**src/rtl/miss_refill_if.sv**
```systemverilog
// Bundle of signals between the miss refill controller and its environment:
// the miss request side (address buffer, LRU victim, dirty bits, victim line),
// the memory read and writeback channels, and the tag/data RAM fill port.
// Handshakes: a request (rd_req, wr_req) or data beat (wr_valid) is held
// stable until the cycle its ready (rd_rdy, wr_rdy) is sampled high at a
// rising edge; ret_valid beats are accepted unconditionally.
interface miss_refill_if;
    // miss request side
    logic         miss;
    logic [31:0]  addr_rbuf;
    logic [3:0]   way_sel;
    logic [3:0]   dirty;
    logic [19:0]  victim_tag;
    logic [511:0] victim_data;
    // memory read channel
    logic         rd_req;
    logic [31:0]  rd_addr;
    logic         rd_rdy;
    logic         ret_valid;
    logic         ret_last;
    logic [31:0]  ret_data;
    // memory writeback channel
    logic         wr_req;
    logic [31:0]  wr_addr;
    logic         wr_valid;
    logic [31:0]  wr_data;
    logic         wr_last;
    logic         wr_rdy;
    // tag/data RAM fill and LRU update
    logic [3:0]   fill_we;
    logic [5:0]   fill_index;
    logic [19:0]  fill_tag;
    logic [511:0] fill_data;
    logic         lru_en;
    logic [3:0]   lru_visit;
    // status
    logic         busy;
    logic         done;

    // controller side
    modport master (
        input  miss, addr_rbuf, way_sel, dirty, victim_tag, victim_data,
        output rd_req, rd_addr,
        input  rd_rdy, ret_valid, ret_last, ret_data,
        output wr_req, wr_addr, wr_valid, wr_data, wr_last,
        input  wr_rdy,
        output fill_we, fill_index, fill_tag, fill_data, lru_en, lru_visit,
        output busy, done
    );

    // environment side (cache pipeline, memory, RAMs)
    modport slave (
        output miss, addr_rbuf, way_sel, dirty, victim_tag, victim_data,
        input  rd_req, rd_addr,
        output rd_rdy, ret_valid, ret_last, ret_data,
        input  wr_req, wr_addr, wr_valid, wr_data, wr_last,
        output wr_rdy,
        input  fill_we, fill_index, fill_tag, fill_data, lru_en, lru_visit,
        input  busy, done
    );
endinterface

```
**src/rtl/miss_refill_ctrl.sv**
```systemverilog
// Cache miss refill controller for a 4-way, 64-set cache with 64-byte lines.
// On a miss it captures the victim, writes it back if dirty (16 beats),
// reads the missing line (burst of up to 16 beats into a refill buffer) and
// then writes the line into the tag/data RAM in a single FILL cycle.
module miss_refill_ctrl (
    input  logic          clk,
    input  logic          rstn,
    miss_refill_if.master bus,
    output logic [2:0]    state_o
);

    typedef enum logic [2:0] {
        IDLE    = 3'd0,
        WB_REQ  = 3'd1,
        WB_DATA = 3'd2,
        RD_REQ  = 3'd3,
        RD_DATA = 3'd4,
        FILL    = 3'd5
    } state_t;

    state_t       state_q;
    logic [3:0]   cnt_q;      // beat counter for writeback and read return
    logic [25:0]  line_q;     // missing address bits [31:6]
    logic [3:0]   way_q;      // victim way exactly as presented
    logic [19:0]  vtag_q;
    logic [511:0] vdata_q;
    logic [511:0] buf_q;      // refill buffer, keeps old words on short bursts
    logic         rd_req_q;
    logic         wr_req_q;
    logic         wr_valid_q;
    logic         fill_q;
    logic         busy_q;
    logic         victim_dirty;

    // A non-one-hot way_sel is dirty if any selected way is dirty
    assign victim_dirty = |(bus.dirty & bus.way_sel);

    // Refill sequencer: state, latches, beat counter and output strobes
    always_ff @(posedge clk or negedge rstn) begin
        if (!rstn) begin
            state_q    <= IDLE;
            cnt_q      <= 4'd0;
            line_q     <= '0;
            way_q      <= '0;
            vtag_q     <= '0;
            vdata_q    <= '0;
            buf_q      <= '0;
            rd_req_q   <= 1'b0;
            wr_req_q   <= 1'b0;
            wr_valid_q <= 1'b0;
            fill_q     <= 1'b0;
            busy_q     <= 1'b0;
        end else begin
            case (state_q)
                IDLE: begin
                    if (bus.miss) begin
                        line_q  <= bus.addr_rbuf[31:6];
                        way_q   <= bus.way_sel;
                        vtag_q  <= bus.victim_tag;
                        vdata_q <= bus.victim_data;
                        busy_q  <= 1'b1;
                        if (victim_dirty) begin
                            wr_req_q <= 1'b1;
                            state_q  <= WB_REQ;
                        end else begin
                            rd_req_q <= 1'b1;
                            state_q  <= RD_REQ;
                        end
                    end
                end
                WB_REQ: begin
                    if (bus.wr_rdy) begin
                        wr_req_q   <= 1'b0;
                        wr_valid_q <= 1'b1;
                        cnt_q      <= 4'd0;
                        state_q    <= WB_DATA;
                    end
                end
                WB_DATA: begin
                    if (bus.wr_rdy) begin
                        if (cnt_q == 4'd15) begin
                            wr_valid_q <= 1'b0;
                            rd_req_q   <= 1'b1;
                            cnt_q      <= 4'd0;
                            state_q    <= RD_REQ;
                        end else begin
                            cnt_q <= cnt_q + 4'd1;
                        end
                    end
                end
                RD_REQ: begin
                    if (bus.rd_rdy) begin
                        rd_req_q <= 1'b0;
                        cnt_q    <= 4'd0;
                        state_q  <= RD_DATA;
                    end
                end
                RD_DATA: begin
                    if (bus.ret_valid) begin
                        buf_q[{cnt_q, 5'b0} +: 32] <= bus.ret_data;
                        cnt_q <= cnt_q + 4'd1;
                        if (bus.ret_last) begin
                            fill_q  <= 1'b1;
                            state_q <= FILL;
                        end
                    end
                end
                FILL: begin
                    fill_q  <= 1'b0;
                    busy_q  <= 1'b0;
                    cnt_q   <= 4'd0;
                    state_q <= IDLE;
                end
                default: begin
                    rd_req_q   <= 1'b0;
                    wr_req_q   <= 1'b0;
                    wr_valid_q <= 1'b0;
                    fill_q     <= 1'b0;
                    busy_q     <= 1'b0;
                    cnt_q      <= 4'd0;
                    state_q    <= IDLE;
                end
            endcase
        end
    end

    // Address/data outputs are gated by their registered strobes so they
    // read zero whenever the corresponding channel is inactive.
    assign bus.rd_req     = rd_req_q;
    assign bus.rd_addr    = rd_req_q ? {line_q, 6'b0} : 32'd0;
    assign bus.wr_req     = wr_req_q;
    assign bus.wr_addr    = wr_req_q ? {vtag_q, line_q[5:0], 6'b0} : 32'd0;
    assign bus.wr_valid   = wr_valid_q;
    assign bus.wr_data    = wr_valid_q ? vdata_q[{cnt_q, 5'b0} +: 32] : 32'd0;
    assign bus.wr_last    = wr_valid_q && (cnt_q == 4'd15);
    assign bus.fill_we    = fill_q ? way_q : 4'd0;
    assign bus.fill_index = fill_q ? line_q[5:0] : 6'd0;
    assign bus.fill_tag   = fill_q ? line_q[25:6] : 20'd0;
    assign bus.fill_data  = fill_q ? buf_q : 512'd0;
    assign bus.lru_en     = fill_q;
    assign bus.lru_visit  = fill_q ? way_q : 4'd0;
    assign bus.busy       = busy_q;
    assign bus.done       = fill_q;
    assign state_o        = state_q;

endmodule
```
**src/flat_wrapper.sv**
```systemverilog
// flat-port wrapper written by rule: the top's interface ports become plain ports
module miss_refill_ctrl_flat 
  (clk, rstn, state_o, bus_miss, bus_addr_rbuf, bus_way_sel, bus_dirty, bus_victim_tag, bus_victim_data, bus_rd_req, bus_rd_addr, bus_rd_rdy, bus_ret_valid, bus_ret_last, bus_ret_data, bus_wr_req, bus_wr_addr, bus_wr_valid, bus_wr_data, bus_wr_last, bus_wr_rdy, bus_fill_we, bus_fill_index, bus_fill_tag, bus_fill_data, bus_lru_en, bus_lru_visit, bus_busy, bus_done);
  miss_refill_if bus_i ();
  input  logic clk;
  input  logic rstn;
  output logic [2:0] state_o;
  input wire logic [$bits(bus_i.miss)-1:0] bus_miss;
  input wire logic [$bits(bus_i.addr_rbuf)-1:0] bus_addr_rbuf;
  input wire logic [$bits(bus_i.way_sel)-1:0] bus_way_sel;
  input wire logic [$bits(bus_i.dirty)-1:0] bus_dirty;
  input wire logic [$bits(bus_i.victim_tag)-1:0] bus_victim_tag;
  input wire logic [$bits(bus_i.victim_data)-1:0] bus_victim_data;
  output wire logic [$bits(bus_i.rd_req)-1:0] bus_rd_req;
  output wire logic [$bits(bus_i.rd_addr)-1:0] bus_rd_addr;
  input wire logic [$bits(bus_i.rd_rdy)-1:0] bus_rd_rdy;
  input wire logic [$bits(bus_i.ret_valid)-1:0] bus_ret_valid;
  input wire logic [$bits(bus_i.ret_last)-1:0] bus_ret_last;
  input wire logic [$bits(bus_i.ret_data)-1:0] bus_ret_data;
  output wire logic [$bits(bus_i.wr_req)-1:0] bus_wr_req;
  output wire logic [$bits(bus_i.wr_addr)-1:0] bus_wr_addr;
  output wire logic [$bits(bus_i.wr_valid)-1:0] bus_wr_valid;
  output wire logic [$bits(bus_i.wr_data)-1:0] bus_wr_data;
  output wire logic [$bits(bus_i.wr_last)-1:0] bus_wr_last;
  input wire logic [$bits(bus_i.wr_rdy)-1:0] bus_wr_rdy;
  output wire logic [$bits(bus_i.fill_we)-1:0] bus_fill_we;
  output wire logic [$bits(bus_i.fill_index)-1:0] bus_fill_index;
  output wire logic [$bits(bus_i.fill_tag)-1:0] bus_fill_tag;
  output wire logic [$bits(bus_i.fill_data)-1:0] bus_fill_data;
  output wire logic [$bits(bus_i.lru_en)-1:0] bus_lru_en;
  output wire logic [$bits(bus_i.lru_visit)-1:0] bus_lru_visit;
  output wire logic [$bits(bus_i.busy)-1:0] bus_busy;
  output wire logic [$bits(bus_i.done)-1:0] bus_done;
  assign bus_i.miss = bus_miss;
  assign bus_i.addr_rbuf = bus_addr_rbuf;
  assign bus_i.way_sel = bus_way_sel;
  assign bus_i.dirty = bus_dirty;
  assign bus_i.victim_tag = bus_victim_tag;
  assign bus_i.victim_data = bus_victim_data;
  assign bus_rd_req = bus_i.rd_req;
  assign bus_rd_addr = bus_i.rd_addr;
  assign bus_i.rd_rdy = bus_rd_rdy;
  assign bus_i.ret_valid = bus_ret_valid;
  assign bus_i.ret_last = bus_ret_last;
  assign bus_i.ret_data = bus_ret_data;
  assign bus_wr_req = bus_i.wr_req;
  assign bus_wr_addr = bus_i.wr_addr;
  assign bus_wr_valid = bus_i.wr_valid;
  assign bus_wr_data = bus_i.wr_data;
  assign bus_wr_last = bus_i.wr_last;
  assign bus_i.wr_rdy = bus_wr_rdy;
  assign bus_fill_we = bus_i.fill_we;
  assign bus_fill_index = bus_i.fill_index;
  assign bus_fill_tag = bus_i.fill_tag;
  assign bus_fill_data = bus_i.fill_data;
  assign bus_lru_en = bus_i.lru_en;
  assign bus_lru_visit = bus_i.lru_visit;
  assign bus_busy = bus_i.busy;
  assign bus_done = bus_i.done;
  miss_refill_ctrl u_core (.clk(clk), .rstn(rstn), .bus(bus_i), .state_o(state_o));
endmodule
```
**config.mk**
```make
export PLATFORM = sky130hd
export DESIGN_NAME = miss_refill_ctrl_flat
export DESIGN_NICKNAME = d
export VERILOG_FILES = /design/src/rtl/miss_refill_if.sv /design/src/rtl/miss_refill_ctrl.sv /design/src/flat_wrapper.sv
export SDC_FILE = /design/constraint.sdc
export NUM_CORES = 2
export LEC_CHECK = 0
export CAP_MARGIN = 20
export CORE_AREA = 2 2 494 496
export CTS_CLUSTER_DIAMETER = 30
export DETAILED_ROUTE_END_ITERATION = 12
export DIE_AREA = 0 0 496 498
export DONT_BUFFER_PORTS = 1
export HOLD_SLACK_MARGIN = 0.02
export PLACE_DENSITY = 0.38
export REMOVE_ABC_BUFFERS = 1
export SLEW_MARGIN = 20
export SYNTH_ARGS = -nofsm -noshare
export SYNTH_HDL_FRONTEND = slang
export SYNTH_SLANG_ARGS = --single-unit
```
**constraint.sdc**
```tcl
create_clock -name clk -period 4.4 [get_ports clk]
set_clock_uncertainty 0.2 [all_clocks]
set_input_delay 0.22 -clock clk [delete_from_list [all_inputs] [get_ports clk]]
set_output_delay 0.22 -clock clk [all_outputs]
set_load 0.05 [all_outputs]
```
# Word level (Yosys, flattened, before mapping)
# Index checks and enable logic that the tools add are counted.
# Widths: inputs -> output; s select.
[word_totals]
regBits = 1086
out_inout_bits = 652
[classes]
addsub = 2
eq_ne = 15
shifts = 3
mux = 42
bitwise_logic = 7
n_reduce_logical = 17
[op_table]
columns = ["op", "count"]
rows = [
  ["$bwmux 512", 1],
  ["$mux 512", 1],
  ["$shift 32x11->512 const A", 1],
  ["$shiftx 32x11->512", 1],
  ["$shiftx 512x10->32", 1],
  ["$mux 32", 3],
  ["$mux 4", 6],
  ["$mux 3", 7],
  ["$mux 20", 1],
  ["$pmux 4 s5", 1],
  ["$reduce_or 4->1", 5],
  ["$pmux 3 s5", 1],
  ["$mux 1", 14],
  ["$ne 2x2->1 const B", 7],
  ["$neg 9->11", 1],
  ["$reduce_and 4->1", 2],
  ["$reduce_and 7->1", 1],
  ["$eq 3x2->1 const B", 2],
  ["$eq 3x3->1 const B", 2],
  ["$mux 6", 1],
  ["$not 1->1", 6],
  ["$pmux 1 s3", 2],
  ["$reduce_and 2->1", 3],
  ["$reduce_and 6->1", 1],
  ["other kinds (13)", 15],
]

# Longest topological paths before layout
[logic_depth]
depth_word = 5
mapped_depth = 13
ltp_nobuf = 6

# Least setup slack after synthesis
# Ideal clock, no wire load.
[synth_path]
path_type = "reg2reg"
startpoint = "reg u_core.cnt_q[0]"
endpoint = "reg u_core.buf_q[162]"
t_arrival_ps = 2864
required_ps = 4075
slack_ps = 1211
stages_incl_launch_ff = 11
n_path_buf = 4
period_less_slack_ps = 3189
path_cell_list = "dfrtp_1 buf_2 buf_4 inv_2 buf_1 ha_1 nand3b_1 o32a_1 nor2_1 buf_2 mux2_2"
[synth_between]
elab_chain_len = 3
[synth_rtl]
columns = ["item", "line_no", "rtl"]
rows = [
  ["start, declared", "miss_refill_ctrl.sv:22", "logic [3:0] cnt_q;"],
  ["start signal, assigned", "miss_refill_ctrl.sv:87", "cnt_q <= cnt_q + 4'd1;"],
  ["start signal, assigned", "miss_refill_ctrl.sv:101", "cnt_q <= cnt_q + 4'd1;"],
  ["$neg 9->11 *", "miss_refill_ctrl.sv:100", "buf_q[{cnt_q, 5'b0} +: 32] <= bus.ret_data;"],
  ["$shiftx 32x11->512 / $shift 32x11->512 (equally long branches)", "miss_refill_ctrl.sv:100", ""],
  ["$bwmux 512 *", "miss_refill_ctrl.sv:100", ""],
  ["end signal, assigned by index", "miss_refill_ctrl.sv:100", ""],
  ["end, declared", "miss_refill_ctrl.sv:27", "logic [511:0] buf_q;"],
]
# Mark *: on every way between the ends. The rest lies on a longest branch, timed or not.
# A chain may end at the register's enable or synchronous reset.

# Worst setup path in the final report
[layout_path]
startpoint = "reg u_core.cnt_q[1]"
endpoint = "out bus_wr_data[24]"
[layout_between]
elab_chain_len = 2
[layout_rtl]
columns = ["item", "line_no", "rtl"]
rows = [
  ["$shiftx 512x10->32", "miss_refill_ctrl.sv:134", "assign bus.wr_data = wr_valid_q ? vdata_q[{cnt_q, 5'b0} +: 32] : 32'd0;"],
  ["$mux 32", "miss_refill_ctrl.sv:134", ""],
  ["end, declared", "flat_wrapper.sv:23", "output wire logic [$bits(bus_i.wr_data)-1:0] bus_wr_data;"],
]
# Every way passes these cells.

==> results.yml <==
critical_path:
  r2r-end: "u_core.buf_q[18]$_DFFE_PN0P_"
  cp-start-kind: "register"
  critPathMaxFanout: 24
  worstSetupPathType: "register to primary output"
  crit_arrival_ps: 3600
  regToRegSetupSlack_ps: 570
  reg2reg_depth: 6
  end_kind: "primary output"
  critPathRequiredTime_ps: 3980
  reg2reg_from: "u_core.cnt_q[1]$_DFFE_PN0P_"
power:
  power.total_mw: 52.97
  power.leakage_nw: 35.41
  powerDensity_nw_per_um2: 686.8
  vdd.ir_drop.worst_mv: 0.3382
route:
  avgViaCountPerCell: 4.253
  dr.pass1.iters: 5
  first_iter_violations: 2314
  wl_per_cell_um: 23.26
  vias: 40930
  drt-total-wl_mm: 223.8
  drc: 0
  ant_nets: 0
clocking:
  cts_tree: "done"
  numCtsBuffers: 336
  clock_path_buffers: 4
  clk_pin_slew_ps: 40
  cts-root-buf: "clkbuf_16"
  cts.sinks: 1086
  htreeDepth: 5
  clk_latency_ps: 890
floorplanning:
  initial_utilization_pct: 20.67
  num_io_pins: 1263
  fp.dieH_um: 498
  core.rowCount: 181
  die_area_um2: 247000
  coreArea_um2: 241900
  die_x_um: 496
layout:
  final_area_um2: 77130
  area_delta_synth_final_pct: 54.24
  nNetsFinal: 6742
  drive_gt1_share_pct: 19.42
grt:
  grt_pass1_vias: 43240
  grt_max_degree: 179
  grt_pass1_wl_mm: 315.4
  grt_usage_pct: 17.54
  gr-total-overflow: 0
  antenna_found_initial: 92
min_path:
  hp-class: "input pin to register"
  min_from: "bus_ret_data[27]"
  hold_path_depth: 3
  min_to: "u_core.buf_q[91]$_DFFE_PN0P_"
status:
  status: "completed"
sta:
  rsz0062_at_grt: "no"
  setup_violations: 0
  min_period_ps: 4022
  worst_slack_ps: 378.2
  timing.fmax_mhz: 248.6
  slew_violations: 0
  slew-limit-headroom_pct: 26.16
  fin_crit_sh_pct: 91.40
  fin_setup_tns_ps: 0
  worst_pin_slew_ps: 1115
  hold_viol: 0
place:
  dp_hpwl_mm: 151.8
  gp_routability_congestion: 0.8029
  io_buffers: 0
  place_area_um2: 54010
  pre_cts_slack_ps: 536.2
synthesis:
  synth.area.mux_share_pct: 17.20
  yosys.cell_types.count: 61
  synth_flop_cell: "dfrtp_1"
  seq_area_frac_synth_pct: 54.35
  synthArstFlopShare_pct: 100.0
  yosys.area_share.simple_pct: 22.89
  synth_xor_area_share_pct: 0.05255
  synth_top_family_by_area: "simple AND/OR/NAND/NOR gates"
  netlist_area_um2: 50000
  synth_compound_area_share_pct: 1.747
  yosysWarnings: 0
  ys_ff_latch: 1086
  avgSynthCellArea_um2: 10.34
  syn_inst: 4836
  synth_fa_ha_area_share_pct: 0.1251
  synth_edf_count: 0
job:
  cap_violations: 0
-- worst max-delay path, stage by stage, from the launching register on --
cell and delay [ps]:
dfrtp_4 710, buf_4 460, nor2b_1 590, nand2_1 140, a32oi_1 220, o211ai_1 260, buf_4 300
-- through the flow --
step	cells	hold slack [ps]	utilization [%]
final	9624	116.8	31.89
after global routing	9603	66.10	31.87
after CTS	9578	38.90	31.84
after detailed placement	7809	44.36	22.33
after global placement	7808	27.88	22.32
after floorplan	4479	-275.6	-
-- worst max path at each step --
stage	start	to	slack [ps]
after floorplan	u_core.state_o[2]$_DFFE_PN0P_	u_core.line_q[0]$_DFFE_PN0P_	-24540
after global placement	u_core.cnt_q[1]$_DFFE_PN0P_	u_core.buf_q[404]$_DFFE_PN0P_	550
after detailed placement	u_core.cnt_q[1]$_DFFE_PN0P_	u_core.buf_q[415]$_DFFE_PN0P_	540
after CTS	u_core.cnt_q[3]$_DFFE_PN0P_	bus_wr_data[14]	40
after global routing	u_core.cnt_q[1]$_DFFE_PN0P_	bus_wr_data[24]	210
final	u_core.cnt_q[1]$_DFFE_PN0P_	bus_wr_data[24]	380
-- report_power, final --
group | internal, mW | switching, mW | total [mW]
logic | 5.54 | 9.29 | 14.8
clock network | 16.8 | 6.79 | 23.5
registers | 12.7 | 1.86 | 14.6
-- repair_timing --
action / CTS / global route
endpoints found under the hold margin: 2171 / 0
hold buffers: 1181 / 0
endpoints found under the setup margin: 0 / 1
buffers inserted: 0 / 0
gates resized for setup: 0 / 1
-- synthesized netlist by cell type, types with 5 or more instances --
cell	count	area [um^2]
nand2_1	1781	6685
dfrtp_1	1086	27180
and2_1	628	3929
mux2_2	428	4820
clkbuf_1	213	799.5
mux4_2	114	2567
buf_2	100	500.5
mux2i_1	84	840.8
and3_1	43	269.0
nor2_1	43	161.4
o21ai_0	39	195.2
buf_4	35	262.8
mux2_1	33	371.6
inv_1	25	93.84
o22ai_1	19	118.9
nand3_1	18	90.09
a22oi_1	13	97.59
buf_6	10	112.6
a21oi_1	9	45.04
buf_1	9	33.78
a221o_1	8	80.08
a22o_1	8	70.07
nand4_1	8	50.05
o211ai_1	7	52.55
nand2b_1	6	37.54
a31oi_1	5	31.28
a32oi_1	5	43.79
ha_1	5	62.56
nor2b_1	5	31.28
-- cell families (layout without fill, tap and decap cells) --
logic type,after synthesis,in the layout
xor+xnor,3,3
mux,659,659
buf+inv,395,1924
simple gates,2557,2557
fa+ha+maj,5,5
flops,1086,1086
compound gates,130,130
other cells,1,58
-- cell usage in the layout (no fill, tap or decap), types with 73 or more instances in the layout --
cell type / synthesis / layout
and2_1: 628 / 626
buf_4: 35 / 88
clkbuf_16: 0 / 339
clkinv_2: 0 / 73
dfrtp_1: 1086 / 1080
dlygate4sd3_1: 0 / 1177
mux2_2: 428 / 428
mux2i_1: 84 / 84
mux4_2: 114 / 114
nand2_1: 1781 / 1781
-- layout make-up --
type	count	area (um^2)
fill	24710	164700
sequential	1086	27190
multi-input combinational	3366	21260
timing repair buffer	1309	13320
clock buffer	464	9553
tap	3202	4006
clock inverter	124	1575
antenna	46	115.1
inverter	27	101.3
-- layer usage --
| layer | up-vias | part of all wire (%) | GRT usage [%] |
|---|---|---|---|
| met5 | - | 0.18 | 0 |
| met4 | 62 | 2.8 | 5.604 |
| met3 | 395 | 7.2 | 5.262 |
| met2 | 1468 | 50 | 30.55 |
| met1 | 20560 | 40 | 20.43 |
| li1 | 18450 | - | - |
-- state kept, by name, summed over array words and instances (netlist names) --
name	count
u_core.buf_q	512
u_core.bus.busy	1
u_core.bus.done	1
u_core.bus.rd_req	1
u_core.bus.wr_req	1
u_core.bus.wr_valid	1
u_core.cnt_q	4
u_core.line_q	26
u_core.state_o	3
u_core.vdata_q	512
u_core.vtag_q	20
u_core.way_q	4
Power figures use the tool's default switching activity.
